<file path="src/rtl/alu_pkg.sv">
// Shared definitions for the ALU issuer: opcode encoding, datapath width and
// the opcode legality rule used to flag illegal requests.
package alu_pkg;

    localparam int ALU_W = 32;
    localparam int CMD_W = 4;

    typedef enum logic [CMD_W-1:0] {
        CMD_AND = 4'b0000,
        CMD_OR  = 4'b0001,
        CMD_ADD = 4'b0010,
        CMD_SHL = 4'b0011,
        CMD_SUB = 4'b0100,
        CMD_SHR = 4'b0101,
        CMD_MUL = 4'b0110,
        CMD_XOR = 4'b0111,
        CMD_SLT = 4'b1000
    } alu_cmd_e;

    // Opcodes are dense from AND up to SLT; everything above is unassigned.
    function automatic logic is_legal_cmd(input logic [CMD_W-1:0] cmd);
        return (cmd <= CMD_SLT);
    endfunction

endpackage

</file>
<file path="src/rtl/alu_rsp_fifo.sv">
// Synchronous response FIFO with asynchronous active-low clear and occupancy
// count. Storage is not cleared; only pointers and count are.
module alu_rsp_fifo #(
    parameter int WIDTH = 8,
    parameter int DEPTH = 4,
    localparam int PTR_W = $clog2(DEPTH),
    localparam int CNT_W = PTR_W + 1
) (
    input  logic             clock,
    input  logic             reset_n,
    input  logic             push,
    input  logic [WIDTH-1:0] push_data,
    input  logic             pop,
    output logic [WIDTH-1:0] head_data,
    output logic [CNT_W-1:0] count,
    output logic             empty
);

    logic [WIDTH-1:0] mem [DEPTH];
    logic [PTR_W-1:0] rd_ptr;
    logic [PTR_W-1:0] wr_ptr;
    logic             do_push;
    logic             do_pop;

    assign empty     = (count == '0);
    assign do_push   = push && (count != CNT_W'(DEPTH));
    assign do_pop    = pop && !empty;
    assign head_data = mem[rd_ptr];

    // DEPTH is a power of two, so pointers wrap by natural overflow.
    always_ff @(posedge clock or negedge reset_n) begin
        if (!reset_n) begin
            rd_ptr <= '0;
            wr_ptr <= '0;
            count  <= '0;
        end else begin
            if (do_push) begin
                wr_ptr <= wr_ptr + PTR_W'(1);
            end
            if (do_pop) begin
                rd_ptr <= rd_ptr + PTR_W'(1);
            end
            if (do_push && !do_pop) begin
                count <= count + CNT_W'(1);
            end else if (!do_push && do_pop) begin
                count <= count - CNT_W'(1);
            end
        end
    end

    always_ff @(posedge clock) begin
        if (do_push) begin
            mem[wr_ptr] <= push_data;
        end
    end

endmodule

</file>
<file path="src/rtl/alu_issuer.sv">
// Front end for the 32-bit ALU: issues tagged requests, tracks the ALU's
// one-cycle result latency and returns in-order tagged responses.
module alu_issuer
    import alu_pkg::*;
#(
    parameter int TAG_W     = 4,
    parameter int RSP_DEPTH = 4
) (
    input  logic              clock,
    input  logic              reset_n,
    input  logic              req_valid,
    output logic              req_ready,
    input  logic [ALU_W-1:0]  req_in1,
    input  logic [ALU_W-1:0]  req_in2,
    input  logic [CMD_W-1:0]  req_cmd,
    input  logic [TAG_W-1:0]  req_tag,
    output logic              alu_reset,
    output logic [ALU_W-1:0]  alu_in1,
    output logic [ALU_W-1:0]  alu_in2,
    output logic [CMD_W-1:0]  alu_cmd,
    input  logic [ALU_W-1:0]  alu_result,
    output logic              rsp_valid,
    input  logic              rsp_ready,
    output logic [ALU_W-1:0]  rsp_result,
    output logic [TAG_W-1:0]  rsp_tag,
    output logic              rsp_err
);

    localparam int CNT_W   = $clog2(RSP_DEPTH) + 1;
    localparam int ENTRY_W = 1 + TAG_W + ALU_W;

    logic              fire;
    logic              vld_p1;
    logic              vld_p2;
    logic [TAG_W-1:0]  tag_p1;
    logic [TAG_W-1:0]  tag_p2;
    logic              err_p1;
    logic              err_p2;
    logic [1:0]        inflight;
    logic [CNT_W:0]    credits_used;
    logic [CNT_W-1:0]  q_count;
    logic              q_empty;
    logic              rsp_pop;
    logic [ENTRY_W-1:0] push_entry;
    logic [ENTRY_W-1:0] head_entry;

    // Illegal requests leave the ALU result stale, so their payload is forced to zero.
    function automatic logic [ALU_W-1:0] mask_result(input logic err, input logic [ALU_W-1:0] res);
        return err ? '0 : res;
    endfunction

    // Every accepted request owns a queue slot from issue until it is popped,
    // which is what makes a push into the queue unable to overflow.
    assign inflight     = {1'b0, vld_p1} + {1'b0, vld_p2};
    assign credits_used = (CNT_W + 1)'(q_count) + (CNT_W + 1)'(inflight);
    assign req_ready    = !alu_reset && (credits_used < (CNT_W + 1)'(RSP_DEPTH));
    assign fire         = req_valid && req_ready;

    always_ff @(posedge clock or negedge reset_n) begin
        if (!reset_n) begin
            alu_reset <= 1'b1;
        end else begin
            alu_reset <= 1'b0;
        end
    end

    // Stage p0: drive the ALU inputs; they hold their last values when idle.
    always_ff @(posedge clock or negedge reset_n) begin
        if (!reset_n) begin
            alu_in1 <= '0;
            alu_in2 <= '0;
            alu_cmd <= '0;
        end else if (fire) begin
            alu_in1 <= req_in1;
            alu_in2 <= req_in2;
            alu_cmd <= req_cmd;
        end
    end

    // Stages p1/p2: control valids follow the ALU's registered latency.
    always_ff @(posedge clock or negedge reset_n) begin
        if (!reset_n) begin
            vld_p1 <= 1'b0;
            vld_p2 <= 1'b0;
        end else begin
            vld_p1 <= fire;
            vld_p2 <= vld_p1;
        end
    end

    always_ff @(posedge clock) begin
        if (fire) begin
            tag_p1 <= req_tag;
            err_p1 <= !is_legal_cmd(req_cmd);
        end
        tag_p2 <= tag_p1;
        err_p2 <= err_p1;
    end

    // Stage p2 -> queue: alu_result now holds the result for the p2 entry.
    assign push_entry = {err_p2, tag_p2, mask_result(err_p2, alu_result)};
    assign rsp_pop    = rsp_valid && rsp_ready;

    alu_rsp_fifo #(
        .WIDTH (ENTRY_W),
        .DEPTH (RSP_DEPTH)
    ) u_rsp_fifo (
        .clock     (clock),
        .reset_n   (reset_n),
        .push      (vld_p2),
        .push_data (push_entry),
        .pop       (rsp_pop),
        .head_data (head_entry),
        .count     (q_count),
        .empty     (q_empty)
    );

    assign rsp_valid = !q_empty;
    assign {rsp_err, rsp_tag, rsp_result} = q_empty ? '0 : head_entry;

endmodule

</file>
<file path="config.mk">
export PLATFORM = sky130hd
export DESIGN_NAME = alu_issuer
export DESIGN_NICKNAME = d
export VERILOG_FILES = /design/src/rtl/alu_pkg.sv /design/src/rtl/alu_rsp_fifo.sv /design/src/rtl/alu_issuer.sv
export SDC_FILE = /design/constraint.sdc
export NUM_CORES = 1
export LEC_CHECK = 0
export ABC_AREA = 0
export CAP_MARGIN = 20
export CORE_MARGIN = 5
export CORE_UTILIZATION = 35
export CTS_BUF_LIST = sky130_fd_sc_hd__clkbuf_8
export CTS_CLUSTER_SIZE = 25
export DETAILED_ROUTE_END_ITERATION = 8
export HOLD_SLACK_MARGIN = 0.08
export SLEW_MARGIN = 20
export SYNTH_ARGS = -nofsm -noshare
export SYNTH_HDL_FRONTEND = slang
export SYNTH_SLANG_ARGS = --single-unit
export TNS_END_PERCENT = 20
</file>
<file path="constraint.sdc">
create_clock -name clock -period 7.46 [get_ports clock]
set_clock_uncertainty 0.2 [all_clocks]
set_input_delay 1.492 -clock clock [delete_from_list [all_inputs] [get_ports clock]]
set_output_delay 1.492 -clock clock [all_outputs]
set_load 0.02 [all_outputs]
</file>
### Word level (Yosys, flattened, before mapping)

Memory sizes are Yosys's and may differ from the RTL's.
Cells that the tools add are included.

| word-level totals | value |
|---|---|
| memories kept | 1 |
| word-level logic and storage cells | 43 |
| output and inout port bits | 108 |
| memory bits (writable) | 148 |
| bits in registers | 88 |
| bits of input ports | 108 |

| operators by class | value |
|---|---|
| reductions and logical operators | 14 |
| equality and inequality tests | 1 |
| order comparisons | 2 |
| $add $sub $neg | 6 |
| muxes and demuxes | 6 |

Memory list:

| name | depth | width | read ports | clocked after memory_dff | wr ports | line | text |
|---|---|---|---|---|---|---|---|
| u_rsp_fifo.mem | 4 | 37 | 1 | 0 | 1 | alu_rsp_fifo.sv:19 | `logic [WIDTH-1:0] mem [DEPTH];` |

Operator list:

| kind | number |
|---|---|
| $mux W37 | 1 |
| $mux W32 | 1 |
| $logic_and A1 B1 Y1 | 7 |
| $mux W3 | 2 |
| $logic_not A1 Y1 | 5 |
| $add A2 B1 Y2 const B | 2 |
| $add A3 B2 Y4 | 1 |
| $le A4 B4 Y1 const B | 1 |
| $lt A4 B3 Y1 const B | 1 |
| $add A3 B1 Y3 const B | 1 |
| $logic_not A3 Y1 | 1 |
| $ne A3 B3 Y1 const B | 1 |
| $sub A3 B1 Y3 const B | 1 |
| $add A1 B1 Y2 | 1 |
| $mux W1 | 2 |
| $reduce_bool A2 Y1 | 1 |

### Longest topological paths before layout

Gate-level depths: netlist (run 1).

| logic depth | value |
|---|---|
| depth in word-level cells | 7 |
| gate-level depth with buffers | 9 |
| depth with buffers taken out | 8 |

### Cells and area by module

Synthesis (run 1) repeated with hierarchy kept, for this count alone.

| second synthesis, totals | value |
|---|---|
| cell total of the unflattened synthesis | 471 |
| area total of the unflattened synthesis | 9147.5 µm² |

Modules (own cells, without submodules):

| module | sequential area each (µm²) | area each (µm²) | instances | cells each |
|---|---|---|---|---|
| alu_rsp_fifo | 4619.4 | 5740.5 | 1 | 228 |
| alu_issuer | 2028.2 | 3407.0 | 1 | 243 |

### Least setup slack after synthesis (run 1)

OpenSTA, ideal clock, no wires.

| path | value |
|---|---|
| kind | register to output |
| start point | register u_rsp_fifo.rd_ptr[0] |
| end point | output port rsp_result[28] |
| arrival | 1667 ps |
| setup slack | 4101 ps |
| path buffers | 2 |
| data required time | 5768 ps |
| cell stages (with the launch flop) | 5 |
| cells stage by stage | dfrtp_1 -> buf_2 -> buf_2 -> mux4_2 -> and2_1 |

| on the way | value |
|---|---|
| longest elaborated chain between the ends | 2 |

Ends and longest elaborated chain:

| element | line | text |
|---|---|---|
| from (decl) | alu_rsp_fifo.sv:20 | `logic [PTR_W-1:0] rd_ptr;` |
| from (signal assigned) | alu_rsp_fifo.sv:41 | `rd_ptr <= rd_ptr + PTR_W'(1);` |
| $mem_v2 Z4 W37 | -- |  |
| $mux W37 | alu_issuer.sv:119 | `assign {rsp_err, rsp_tag, rsp_result} = q_empty ? '0 : head_entry;` |
| to (decl) | alu_issuer.sv:24 | `output logic [ALU_W-1:0] rsp_result,` |

No other way between the ends.

### Final worst setup path (run 1)

| path | value |
|---|---|
| start point | register u_rsp_fifo.rd_ptr[0] |
| end point | output port rsp_result[20] |

Same word-level chain as after synthesis.

==> summary.md, run 1 <==
| Metric | Value |
|---|---|
| Hold-fix buffers, CTS | 0 |
| Status | finished, final reports clean |
| Post-CTS Setup Inserts | 0 |
| Clk Latency, worst-skew pair | 520 ps |
| Cell Int Power | 0.00334 W |
| Number of global-route vias before repair | 5933 |
| Max Clock Freq | 0.213 GHz |
| Final core utilization | 47.8% |
| Largest net degree at the start of global routing | 79 |
| Leak | 4.56 nW |
| Final ANT Viol Nets | 0 |
| Post-CTS sizing | 0 |
| Async SR Flop Fraction | 33.1% |
| Clock slew at reported path FFs | 50 ps |
| Tmin final | 4700 ps |
| RSZ-0062 raised after global routing | no |
| GR Overflow Total | 0 |
| Final TNS setup | 0 ps |
| Critical Path RT | 5770 ps |
| Row Count | 59 |
| Number of buffers created by CTS | 41 |
| DR iter-0 viols | 187 |
| Post-synth net total | 583 |
| Critical Path Fanout Max | 28 |
| Num Clock Sinks | 236 |
| Dominant synthesized flop cell | edfxtp_1 |
| First-pass GRT wire length | 32100 um |
| Die W | 171 um |
| DRT Pass-1 Iters | 4 |
| Die H | 171 um |
| Register area share after synthesis | 73.0% |
| Synthesis-stage register bit count | 236 |
| Post-synth EDFFs | 153 |
| Nature of the critical path endpoint | output pin |
| CTS Buffer Depth | 3 |
| Ant. Diodes | 0 |
| Initial Util | 35.3% |
| Synth unique cells | 28 |
| CTS tree | done |
| Synth-to-layout area growth | 35.6% |
| Filler Cells Inserted | 2235 |
| Total Die Area | 29400 um2 |
| Post-synth top cells | edfxtp_1, dfrtp_1, mux2_2, and2_1, mux4_2 |
| Worst Hold Slack | 143 ps |
| Arr. time, crit path | 3010 ps |
| Maximum vdd drop | 253 uV |
| Pre-CTS setup slack | 3210 ps |
| Avg Cell Area, Syn | 19.5 um2 |
| Antenna violations before repair | 1 |
| Clock power share | 21.7% |
| Switching part of the total power | 32.7% |
| Slew HR | 30.2% |
| Setup ws final | 2760 ps |
| DRC | 0 |
| Endpoints failing hold | 0 |
| Per-cell routed wire length | 19.1 um |
| Area leader, netlist | edfxtp_1 |
| Synthesis Warnings | 0 |
| RePlAce Congestion | 0.828 |
| Total core area | 25800 um2 |
| CP Class | flop to output pin |
| Top cells by area, synth | edfxtp_1, dfrtp_1, mux4_2, mux2_2, and2_1 |
| Post-Syn Instances | 468 |
| MaxCap Viol Count | 0 |
| I/O pin count | 216 |
| Slowest cell on crit path | dfrtp_2 |
| Drt total wl | 20500 um |
| Via count | 4983 |
| Top-count cell post-synth | edfxtp_1 |
| Port Buffers | 215 |
| Seq pwr share | 38.4% |
| Tot GR Track Use | 14.1% |
| Slew @ Worst Pin | 1050 ps |
| Vias per inst | 4.65 |
| Pwr Total | 0.00496 W |
| Max incr delay on CP | 600 ps |
| H-tree depth | 2 |
| Combinational Power Share | 39.9% |
| Clock root buffer | clkbuf_8 |
| Final setup vio count | 0 |
| Hold Crit Class | flop to flop |
| Synth top area share | 50.4% |
| Net switching power | 0.00162 W |
| Max-slew violations | 0 |
| Nets | 821 |
| Post-Syn Area | 9110 um2 |
| Worst setup SP type | flop |
| Worst path cell trace | buf_4 > mux4_2 > and2_1 > clkdlybuf4s50_1 |
| Pwr dens | 401 nW/um2 |
| Final critical-path share of the clock period | 63.1% |
| Layout cells sized above 1 | 23.6% |
| Post-DP HPWL | 13100 um |
[critical path, delay by kind of cell, from the launching register on]
| family | cells | cell delay, ps |
|---|---|---|
| simple gates | 1 | 180 |
| buf+inv | 2 | 1100 |
| mux | 1 | 580 |
| flops | 1 | 600 |
[per-layer routing]
metal  GRT usage, %  part of all wire [%]
met1           15.9                    38
met3           7.72                    13
met2           23.4                    47
met5              0                 0.034
met4           3.41                   1.5
[state kept, by name, summed over array words and instances (netlist names)]
name and flops:
err_p2 1, u_rsp_fifo.mem 148, u_rsp_fifo.count 3, alu_reset 1, u_rsp_fifo.wr_ptr 2, vld_p2 1
u_rsp_fifo.rd_ptr 2, tag_p2 4, vld_p1 1, tag_p1 4, err_p1 1, alu_in2 32
alu_in1 32, alu_cmd 4
[per-stage QoR]
stage,cell area [um2],instances
4_1_cts,12300,1071
2_1_floorplan,9110,468
3_3_place_gp,11600,998
6_report,12400,1071
5_1_grt,12400,1071
3_5_place_dp,11600,998
[power groups by stage]
stage | registers, W | logic, W | clock network, W
CTS | 0.00192 | 0.00202 | 0.00112
global placement | 0.00192 | 0.00200 | 0
floorplan | 0.00207 | 0.000918 | 0
global route | 0.00195 | 0.00211 | 0.00119
finish | 0.00191 | 0.00198 | 0.00107
detailed placement | 0.00193 | 0.00201 | 0
[path summary, 6_finish.rpt]
path | start | slack [ps] | endpoint | cells past startpoint
min in group asynchronous | reset_n | 790 | alu_in1[13] | 1
min | tag_p1[2] | 140 | tag_p2[2] | 0
max reg2reg | u_rsp_fifo.count[1] | 4830 | u_rsp_fifo.count[2] | 9
max | u_rsp_fifo.rd_ptr[0] | 2760 | rsp_result[20] | 4
min reg2reg | tag_p1[2] | 140 | tag_p2[2] | 0
max in group asynchronous | reset_n | 5760 | u_rsp_fifo.rd_ptr[1] | 1
[cells by family after synthesis]
kind of cell | after synthesis | share of synthesized area, %
mux | 107 | 18.2
fa+ha+maj | 7 | 1.04
other cells | 1 | 0.0412
xor+xnor | 6 | 0.577
flops | 236 | 73.0
compound gates | 5 | 0.467
buf+inv | 28 | 1.47
simple gates | 78 | 5.26
[placed cells by master, fill, tap and decap left out, types with 9 or more instances in the layout]
master,netlist,final
nor2b_1,32,32
mux4_2,37,37
mux2_2,61,61
clkdlybuf4s50_1,0,214
dfrtp_1,77,75
clkbuf_8,0,43
and2_1,41,37
inv_1,5,22
edfxtp_1,153,153
mux2_4,9,9
[cell type report]
type                       instances  area, um2  share of cell area, %
tap                              335        419                   3.39
sequential                       236       6650                   53.8
inverter                           5       18.8                  0.152
timing repair buffer             218       2180                   17.6
clock buffer                      43        592                   4.79
multi-input combinational        204       2340                   18.9
clock inverter                    30        161                   1.31
Power figures use the tool's default switching activity.
==> run 2, diff against run 1 <==
Clock period 7.46 ns to 4.7 ns, I/O delays scaled along.
==> summary.md, run 2 (synthesis gave the netlist of run 1 again) <==
| Metric | Value |
|---|---|
| CTS Buffer Depth | 3 (unchanged) |
| Per-cell routed wire length | 19.4 um (was 19.1 um) |
| Slew @ Worst Pin | 1040 ps (was 1050 ps) |
| Pwr Total | 0.00783 W (was 0.00496 W) |
| Hold Crit Class | flop to flop (unchanged) |
| Worst setup SP type | flop (unchanged) |
| Max-slew violations | 0 (unchanged) |
| Nature of the critical path endpoint | output pin (unchanged) |
| Num Clock Sinks | 236 (unchanged) |
| MaxCap Viol Count | 0 (unchanged) |
| Total Die Area | 29400 um2 (unchanged) |
| Clk Latency, worst-skew pair | 520 ps (about the same) |
| Drt total wl | 20800 um (was 20500 um) |
| Timing startpoint of the critical path | u_rsp_fifo.rd_ptr[0] (unchanged) |
| Endpoints failing hold | 0 (unchanged) |
| Largest net degree at the start of global routing | 79 (unchanged) |
| Post-DP HPWL | 13200 um (was 13100 um) |
| Clock root buffer | clkbuf_8 (unchanged) |
| Cell Int Power | 0.00526 W (was 0.00334 W) |
| RePlAce Congestion | 0.816 (was 0.828) |
| Ant. Diodes | 0 (unchanged) |
| Max FFs per register | 148 (unchanged) |
| Seq pwr share | 38.7% (was 38.4%) |
| Post-CTS sizing | 0 (unchanged) |
| Final setup vio count | 0 (unchanged) |
| CTS tree | done (unchanged) |
| Worst Hold Slack | 136 ps (was 143 ps) |
| Final core utilization | 47.9% (was 47.8%) |
| Reg-to-reg slack, setup | 1810 ps (was 4830 ps) |
| Most frequent cells in the layout | clkdlybuf4s50_1, edfxtp_1, dfrtp_1 (unchanged) |
| GR Overflow Total | 0 (unchanged) |
| Hold-fix buffers, CTS | 0 (unchanged) |
| Critical Path Fanout Max | 27 (was 28) |
| Pwr dens | 632 nW/um2 (was 401 nW/um2) |
| Critical Path RT | 3560 ps (was 5770 ps) |
| Switching part of the total power | 32.9% (was 32.7%) |
| Total core area | 25800 um2 (unchanged) |
| Net switching power | 0.00258 W (was 0.00162 W) |
| Worst reg2reg startpoint | u_rsp_fifo.count[0] (was u_rsp_fifo.count[1]) |
| Setup ws final | 796 ps (was 2760 ps) |
| Initial Util | 35.3% (unchanged) |
| H-tree depth | 2 (unchanged) |
| R2R depth | 5 (was 9) |
| Final critical-path share of the clock period | 83.1% |
| DRT Pass-1 Iters | 4 (unchanged) |
| Port Buffers | 215 (unchanged) |
| Vias per inst | 4.65 (about the same) |
| Clock slew at reported path FFs | 60 ps (was 50 ps) |
| Post-CTS Setup Inserts | 0 (unchanged) |
| Die W | 171 um (unchanged) |
| Nets | 822 (was 821) |
| Final ANT Viol Nets | 0 (unchanged) |
| Most common cell after layout, fill and taps aside | clkdlybuf4s50_1 (unchanged) |
| Pre-CTS setup slack | 1280 ps (was 3210 ps) |
| Tot GR Track Use | 14.2% (was 14.1%) |
| Max Clock Freq | 0.256 GHz |
| Slew HR | 30.4% (was 30.2%) |
| Antenna violations before repair | 1 (unchanged) |
| Number of global-route vias before repair | 5845 (was 5933) |
| DRC | 0 (unchanged) |
| DR iter-0 viols | 224 (was 187) |
| Leak | 4.55 nW (was 4.56 nW) |
| Status | finished, final reports clean (unchanged) |
| Biggest register | u_rsp_fifo.mem (unchanged) |
| Maximum vdd drop | 430 uV (was 253 uV) |
| First-pass GRT wire length | 32300 um (was 32100 um) |
| Combinational Power Share | 40.3% (was 39.9%) |
| Biggest regs | u_rsp_fifo.mem x148, alu_in1 x32, alu_in2 x32 (unchanged) |
| Number of buffers created by CTS | 40 (was 41) |
| Clock power share | 21.0% (was 21.7%) |
| Row Count | 59 (unchanged) |
| Reg2reg end | alu_in2[1] (was u_rsp_fifo.count[2]) |
| Arr. time, crit path | 2760 ps (was 3010 ps) |
| Synth-to-layout area growth | 36.0% (was 35.6%) |
| Layout cells sized above 1 | 23.7% (was 23.6%) |
| Via count | 4986 (was 4983) |
| Tmin final | 3900 ps |
| Final TNS setup | 0 ps (unchanged) |
| CP Class | flop to output pin (unchanged) |
| Die H | 171 um (unchanged) |
| Critical path capture point | rsp_err (was rsp_result[20]) |
| RSZ-0062 raised after global routing | no (unchanged) |
| I/O pin count | 216 (unchanged) |
[run 2: cell type report]
class	instances	area, um2
clock inverters	29	128
flip-flops and latches	236	6650
fillers	2215	13500
well taps	335	419
multi-input cells	204	2330
repair buffers	220	2240
clock buffers	43	592
inverters	5	18.8
[run 2: worst max-delay path, cell delays in order, from the launching register on]
cell             delay [ps]
dfrtp_2                 660
buf_12                  300
mux4_2                  520
and2_1                  190
clkdlybuf4s50_1         540
[run 2: layer usage]
metal | vias to the layer above | global-route usage [%] | routed length (um)
met5 | - | 0 | 7
met4 | 2 | 4.24 | 372
met3 | 37 | 7.54 | 2630
met2 | 232 | 23.3 | 9850
met1 | 2475 | 16.3 | 7900
li1 | 2240 | - | -
[run 2: power groups by stage]
stage                     Combinational (W)  Sequential [W]  Clock (W)
after floorplan                     0.00146         0.00328          0
after global placement              0.00318         0.00305          0
after detailed placement            0.00320         0.00307          0
after CTS                           0.00321         0.00305    0.00172
after global routing                0.00338         0.00310    0.00182
final                               0.00316         0.00303    0.00164
[run 2: how the worst min path moves through the flow]
stage	slack [ps]	from	end	depth (start not counted)
2_1_floorplan	120	err_p1	err_p2	0
3_3_place_gp	130	tag_p1[2]	tag_p2[2]	0
3_5_place_dp	130	tag_p1[2]	tag_p2[2]	0
4_1_cts	140	tag_p1[2]	tag_p2[2]	0
5_1_grt	150	tag_p1[2]	tag_p2[2]	0
6_report	140	tag_p1[2]	tag_p2[2]	0
[run 2: metrics by stage]
step	cells	instance area (um2)
after floorplan	468	9110
after global placement	998	11600
after detailed placement	998	11600
after CTS	1070	12300
after global routing	1072	12400
final	1072	12400
